## src/rtl/scarv_cop_mpalu_pkg.sv

```systemverilog
// scarv_cop_mpalu_pkg -- shared definitions for the multi-precision ALU.
//   Opcode encodings (compared against the OPW-wide in_op bus),
//   FSM state type, and the multiply iteration count helper.
package scarv_cop_mpalu_pkg;

  localparam int OP_ADD3 = 0;
  localparam int OP_SUB3 = 1;
  localparam int OP_ACC  = 2;
  localparam int OP_MAC  = 3;
  localparam int OP_SLL  = 4;
  localparam int OP_SRL  = 5;
  localparam int OP_EQU  = 6;
  localparam int OP_LTU  = 7;
  localparam int OP_GTU  = 8;

  typedef enum logic [1:0] {
    IDLE = 2'd0,
    MUL  = 2'd1,
    HOLD = 2'd2,
    DONE = 2'd3
  } state_e;

  // Number of MUL cycles: one radix-2^R digit of the multiplier per cycle.
  function automatic int mul_iters(input int w, input int r);
    return w / r;
  endfunction

endpackage

```

## src/rtl/scarv_cop_mpalu_mulstep.sv

```systemverilog
// scarv_cop_mpalu_mulstep -- combinational W x R partial product plus accumulate.
//   acc_i   [2W] running accumulator
//   a_i     [W]  multiplicand
//   digit_i [R]  current multiplier digit
//   sh_i         bit position of the digit (k*R)
//   acc_o   [2W] acc_i + (a_i * digit_i) << sh_i
module scarv_cop_mpalu_mulstep #(
  parameter int W   = 32,
  parameter int R   = 8,
  parameter int SHW = 6
) (
  input  logic [2*W-1:0] acc_i,
  input  logic [W-1:0]   a_i,
  input  logic [R-1:0]   digit_i,
  input  logic [SHW-1:0] sh_i,
  output logic [2*W-1:0] acc_o
);

  logic [2*W-1:0] pp;

  assign pp    = {{W{1'b0}}, a_i} * {{(2*W-R){1'b0}}, digit_i};
  assign acc_o = acc_i + (pp << sh_i);

endmodule

```

## src/rtl/scarv_cop_mpalu.sv

```systemverilog
// scarv_cop_mpalu -- iterative multi-precision arithmetic unit.
//   Request side : in_valid/in_ready, in_op, in_rs1..in_rs3, in_cin
//   Result side  : out_valid/out_ready, out_lo/out_hi (2W result), out_flag
//   g_clk, g_reset (synchronous, active-high)
// Build option SCARV_COP_MPALU_CT_EN: every op takes W/R+1 cycles from accept
// to out_valid (non-MAC ops wait in HOLD); otherwise non-MAC ops take 1 cycle.
//
// state | meaning
// IDLE  | ready for a request; non-MAC results are computed on accept
// MUL   | one multiplier digit per cycle, rs3 added on the last digit
// HOLD  | constant-time padding for non-MAC ops
// DONE  | result valid, held until out_ready
module scarv_cop_mpalu
  import scarv_cop_mpalu_pkg::*;
#(
  parameter int W   = 32,
  parameter int R   = 8,
  parameter int OPW = 4
) (
  input  logic           g_clk,
  input  logic           g_reset,
  input  logic           in_valid,
  output logic           in_ready,
  input  logic [OPW-1:0] in_op,
  input  logic [W-1:0]   in_rs1,
  input  logic [W-1:0]   in_rs2,
  input  logic [W-1:0]   in_rs3,
  input  logic           in_cin,
  output logic           out_valid,
  input  logic           out_ready,
  output logic [W-1:0]   out_lo,
  output logic [W-1:0]   out_hi,
  output logic           out_flag
);

  localparam int ITERS = mul_iters(W, R);
  localparam int KW    = $clog2(ITERS + 1);
  localparam int SHW   = $clog2(2 * W);

`ifdef SCARV_COP_MPALU_CT_EN
  localparam bit CT = 1'b1;
`else
  localparam bit CT = 1'b0;
`endif

  state_e         state_q, state_d;
  logic [W-1:0]   rs1_q, rs1_d, rs2_q, rs2_d, rs3_q, rs3_d;
  logic [KW-1:0]  k_q, k_d;
  logic [2*W-1:0] acc_q, acc_d;
  logic           flag_q, flag_d;

  logic [2*W-1:0] e1, e2, e3, res_c, step_acc;
  logic           flag_c, last;
  logic [SHW-1:0] sh;
  logic [R-1:0]   digit;

  assign e1 = {{W{1'b0}}, in_rs1};
  assign e2 = {{W{1'b0}}, in_rs2};
  assign e3 = {{W{1'b0}}, in_rs3};

  assign last  = (k_q == KW'(ITERS - 1));
  assign sh    = SHW'(int'(k_q) * R);
  assign digit = R'(rs2_q >> sh);

  scarv_cop_mpalu_mulstep #(.W(W), .R(R), .SHW(SHW)) u_mulstep (
    .acc_i   (acc_q),
    .a_i     (rs1_q),
    .digit_i (digit),
    .sh_i    (sh),
    .acc_o   (step_acc)
  );

  // Single-cycle ops are evaluated straight off the request bus so the
  // result can be registered on the accepting edge.
  always_comb begin
    res_c  = '0;
    flag_c = 1'b0;
    case (in_op)
      OPW'(OP_ADD3): res_c = e1 + e2 + e3;
      OPW'(OP_SUB3): res_c = e1 - e2 - e3;
      OPW'(OP_ACC):  res_c = {in_rs2, in_rs3} + e1;
      OPW'(OP_SLL):  if (in_rs3 < W'(2 * W)) res_c = {in_rs1, in_rs2} << in_rs3;
      OPW'(OP_SRL):  if (in_rs3 < W'(2 * W)) res_c = {in_rs1, in_rs2} >> in_rs3;
      OPW'(OP_EQU):  flag_c = (in_rs2 == in_rs3) && in_cin;
      OPW'(OP_LTU):  flag_c = (in_rs2 < in_rs3) || ((in_rs2 == in_rs3) && in_cin);
      OPW'(OP_GTU):  flag_c = (in_rs2 > in_rs3) || ((in_rs2 == in_rs3) && in_cin);
      default: ;
    endcase
  end

  always_comb begin
    state_d = state_q;
    rs1_d   = rs1_q;
    rs2_d   = rs2_q;
    rs3_d   = rs3_q;
    k_d     = k_q;
    acc_d   = acc_q;
    flag_d  = flag_q;
    case (state_q)
      IDLE: begin
        if (in_valid) begin
          rs1_d = in_rs1;
          rs2_d = in_rs2;
          rs3_d = in_rs3;
          k_d   = '0;
          if (in_op == OPW'(OP_MAC)) begin
            acc_d   = '0;
            flag_d  = 1'b0;
            state_d = MUL;
          end else begin
            acc_d   = res_c;
            flag_d  = flag_c;
            state_d = CT ? HOLD : DONE;
          end
        end
      end
      MUL: begin
        acc_d = step_acc + (last ? {{W{1'b0}}, rs3_q} : '0);
        k_d   = k_q + KW'(1);
        if (last) state_d = DONE;
      end
      HOLD: begin
        k_d = k_q + KW'(1);
        if (last) state_d = DONE;
      end
      DONE: begin
        if (out_ready) state_d = IDLE;
      end
      default: state_d = IDLE;
    endcase
  end

  always_ff @(posedge g_clk) begin
    if (g_reset) begin
      state_q <= IDLE;
      rs1_q   <= '0;
      rs2_q   <= '0;
      rs3_q   <= '0;
      k_q     <= '0;
      acc_q   <= '0;
      flag_q  <= 1'b0;
    end else begin
      state_q <= state_d;
      rs1_q   <= rs1_d;
      rs2_q   <= rs2_d;
      rs3_q   <= rs3_d;
      k_q     <= k_d;
      acc_q   <= acc_d;
      flag_q  <= flag_d;
    end
  end

  assign in_ready  = (state_q == IDLE);
  assign out_valid = (state_q == DONE);
  assign out_lo    = acc_q[W-1:0];
  assign out_hi    = acc_q[2*W-1:W];
  assign out_flag  = flag_q;

endmodule
```

## config.mk

```make
export PLATFORM = sky130hd
export DESIGN_NAME = scarv_cop_mpalu
export DESIGN_NICKNAME = d
export VERILOG_FILES = /design/src/rtl/scarv_cop_mpalu_pkg.sv /design/src/rtl/scarv_cop_mpalu_mulstep.sv /design/src/rtl/scarv_cop_mpalu.sv
export SDC_FILE = /design/constraint.sdc
export NUM_CORES = 2
export LEC_CHECK = 0
export ABC_AREA = 1
export CORE_MARGIN = 5
export CORE_UTILIZATION = 25
export CTS_BUF_LIST = sky130_fd_sc_hd__clkbuf_16
export DETAILED_ROUTE_END_ITERATION = 12
export PLACE_DENSITY = 0.45
export SYNTH_ARGS = -nofsm -noshare
export SYNTH_HDL_FRONTEND = slang
export SYNTH_SLANG_ARGS = --single-unit
```

## constraint.sdc

```tcl
create_clock -name g_clk -period 9.1 [get_ports g_clk]
set_clock_uncertainty 0.1 [all_clocks]
set_input_delay 0.91 -clock g_clk [delete_from_list [all_inputs] [get_ports g_clk]]
set_output_delay 0.91 -clock g_clk [all_outputs]
set_load 0.02 [all_outputs]
```

==> reports/results.ini <==
[placement]
place.gp.congestion=1.01
port_buffers=171
place_area_um2=46300
post-dp-hpwl_um=195000
place_inst=9232

[setup_path]
r2r-start=k_q[0]$_SDFFE_PP0P_
worst_ep_required_time_ns=9.44
r2r-end=acc_q[57]$_SDFFE_PP0P_
crit_top_cell=nand2_1
start_kind=flop
cp_num_buf_inv=12
reg2regPathDepth=44
crit_family=adder cells
path_class=reg2reg
crit_start=k_q[0]$_SDFFE_PP0P_
worstPathArrival_ns=9.05
critPathMaxStageDelay_ns=0.53
endpoint=acc_q[57]$_SDFFE_PP0P_
cp_slowest_cell=fa_1
path_depth=44
r2r_slack_ns=0.39
end_kind=flop
crit_fanout=17

[routing]
antenna_left=0
drtPass1Iterations=8
num_vias=49600
via_per_inst=5.35
wire_per_inst_um=25.4
wl_um=236000
first_iter_violations=5446
drc=0

[sta]
fmax_mhz=115
rsz0062_at_grt=true
hold_violations=0
finalSetupViolCount=0
maxSlewHeadroom_pct=17.9
period_needed_ns=8.71
slew_violations=0
post-route-period-util_pct=95.7
tightestPinTransition_ns=1.22

[cts]
cts_made_buffers=17
cts_tree=done
clock_path_buffers=2
cts.sinks=166
clk_pin_slew_ns=0.09
cts_root_buffer=clkbuf_16
htreeDepth=4
clock_latency_ns=0.50

[synth]
yosys_warnings=0
synthesis.nets=7496
async_flop_share_pct=0
synth_top_flop_cell=dfxtp_1
synthDistinctLibCells=60
syn_area_um2=39700
ys_seq_area_share_pct=8.36
synth_edf_count=0
syn_inst=6823
ys_seq_elements=166
syn_avg_cell_area_um2=5.82

[power]
power_frac_clock_pct=4.8
p_seq_share_pct=8.4
power.switching_uw=9590
totalPowerFinal_uw=16400
swShare_pct=58.3
comb_power_share_pct=86.8
ir_worst_vdd_uv=268
p_per_area_nw_per_um2=347
intPower_uw=6860
p_leak_uw=0.0237

[global_route]
grt_remaining_overflow=0
first_global_vias=46800
track_usage_pct=27.1
grt_antenna_before_repair=10
grt_max_degree=88
grt_pass1_wl_um=334000

[floorplan]
num_io_pins=172
die-area_um2=167000
core_area_um2=158000
die_x_um=409
start_util_pct=25.1
die_height_um=409
rows=146

[cells_and_area]
fin_area_um2=47400
final_nets=7859
fin_cells=9276
drive_above_1_share_pct=9.57
fillers=18100
areaGrowthSynthToFinish_pct=19.2

[hold_path]
hp-class=reg2reg

[outcome]
status=completed

[flow_run]
drv_cap=0

cell usage after synthesis (all sizes together) (2+ instances only):
| cell type | n | area, um2 |
|---|---|---|
| o221ai | 8 | 70.1 |
| o221a | 2 | 22.5 |
| and3 | 3 | 18.8 |
| nor2 | 678 | 2550 |
| o21bai | 24 | 195 |
| nand4 | 59 | 369 |
| a221oi | 6 | 52.6 |
| xor2 | 57 | 499 |
| o21ai | 628 | 3290 |
| inv | 748 | 2810 |
| a21boi | 16 | 120 |
| a31oi | 49 | 307 |
| xnor2 | 24 | 210 |
| nor4 | 21 | 131 |
| o21a | 20 | 150 |
| clkbuf | 170 | 638 |
| nand3b | 17 | 128 |
| o211ai | 19 | 143 |
| dfxtp | 166 | 3320 |
| fa | 249 | 4980 |
| a211oi | 7 | 52.6 |
| ha | 319 | 3990 |
| nand3 | 741 | 3750 |
| o31ai | 6 | 45.0 |
| or2 | 27 | 169 |
| buf | 119 | 627 |
| clkinv | 28 | 105 |
| nor3 | 59 | 307 |
| mux2i | 2 | 20.0 |
| o2111ai | 3 | 26.3 |
| a21oi | 619 | 3120 |
| nand2 | 1861 | 7000 |
| o22ai | 16 | 100 |
| a31o | 3 | 26.3 |
| o211a | 2 | 20.0 |
| a21o | 40 | 300 |
metal layers:
layer  part of all wire (%)  GRT usage (%)  vias to the layer above
met1                     43           36.6                    23700
met3                    7.7           3.67                      411
li1                       -              -                    23200
met5                 0.0017              0                        -
met2                     43           41.9                     2257
met4                    6.6           14.4                        2
worst min path at each step:
| stage | from | end | slack, ns | cells after the start |
|---|---|---|---|---|
| floorplan | rs2_q[18]$_SDFFE_PP0P_ | rs2_q[18]$_SDFFE_PP0P_ | 0.40 | 2 |
| global route | k_q[2]$_SDFFE_PP0P_ | k_q[2]$_SDFFE_PP0P_ | 0.47 | 2 |
| global placement | k_q[2]$_SDFFE_PP0P_ | k_q[2]$_SDFFE_PP0P_ | 0.42 | 2 |
| detailed placement | k_q[2]$_SDFFE_PP0P_ | k_q[2]$_SDFFE_PP0P_ | 0.42 | 2 |
| finish | k_q[2]$_SDFFE_PP0P_ | k_q[2]$_SDFFE_PP0P_ | 0.43 | 2 |
| CTS | k_q[2]$_SDFFE_PP0P_ | k_q[2]$_SDFFE_PP0P_ | 0.43 | 2 |
power by group through the flow:
stage | clock network, uW | registers [uW] | logic, uW
2_1_floorplan | 0 | 1320 | 6990
3_3_place_gp | 0 | 1380 | 13700
3_5_place_dp | 0 | 1380 | 13700
4_1_cts | 799 | 1360 | 13800
5_1_grt | 822 | 1390 | 15600
6_report | 790 | 1370 | 14300
metrics by stage:
| step | TNS [ns] | hold slack (ns) | utilization [%] | setup slack, ns |
|---|---|---|---|---|
| after CTS | 0 | 0.430 | 29.7 | 0.0328 |
| after floorplan | 0 | 0.399 | - | 1.04 |
| final | 0 | 0.430 | 29.9 | 0.390 |
| after global placement | 0 | 0.415 | 29.3 | 0.179 |
| after global routing | -0.486 | 0.473 | 29.9 | -0.110 |
| after detailed placement | 0 | 0.419 | 29.3 | 0.0809 |
worst min-delay path, stage by stage (launching register included):
cell and delay [ns]:
dfxtp_1 0.36, nand2_1 0.08, a21oi_1 0.05
final cells by class:
class,count,area [um2],share of cell area [%]
multi-input combinational,5592,32700,68.9
timing repair buffer,632,5260,11.1
sequential,166,3330,7.03
inverter,776,2940,6.20
tap,2072,2590,5.47
clock buffer,17,425,0.898
clock inverter,15,156,0.330
antenna,5,12.5,0.0264
timing repair inverter,1,5.00,0.0106
logic make-up after synthesis:
group / share of synthesized area, %
AOI/OAI and AO/OA: 20.3
xor gates and xnor gates: 1.79
adders and majority gates: 22.6
buffers and inverters: 10.5
DFF: 8.36
muxes: 0.0504
and+or+nand+nor: 36.3
flip-flops by register name, indices dropped and copies added (netlist names):
name,count
acc_q,64
k_q,3
out_flag,1
rs1_q,32
rs2_q,32
rs3_q,32
state_q,2
cells in the final DEF (no fill, tap or decap), types with 8 or more instances in the layout:
cell | netlist | layout
buf_4 | 9 | 454
inv_1 | 738 | 732
clkbuf_16 | 0 | 17
fa_1 | 249 | 249
clkinv_1 | 28 | 26
nor3_1 | 58 | 55
a31oi_1 | 49 | 42
o21a_1 | 20 | 20
a21boi_0 | 15 | 13
dfxtp_1 | 166 | 164
clkdlybuf4s50_1 | 0 | 166
a21oi_2 | 6 | 24
o21bai_1 | 20 | 18
nor4_1 | 21 | 17
o21ai_2 | 33 | 39
a21o_1 | 40 | 40
or2_2 | 27 | 27
inv_2 | 9 | 10
nand3b_1 | 17 | 17
o211ai_1 | 19 | 19
xnor2_1 | 24 | 23
o21ai_1 | 40 | 54
ha_1 | 319 | 317
nor2_1 | 675 | 658
nand2_1 | 1857 | 1853
xor2_1 | 57 | 52
o22ai_1 | 16 | 16
nand4_1 | 59 | 59
nand3_1 | 733 | 731
o221ai_1 | 8 | 8
nor2_2 | 3 | 16
o21ai_0 | 553 | 531
nand3_2 | 8 | 10
a21oi_1 | 613 | 594
what timing repair did:
| item | CTS | global route |
|---|---|---|
| resized for setup | 0 | 107 |
| endpoints found under the setup margin | 0 | 45 |
| hold buffers | 0 | 0 |
| buffers inserted | 0 | 6 |
No activity file was read; power rests on OpenSTA's default activity.
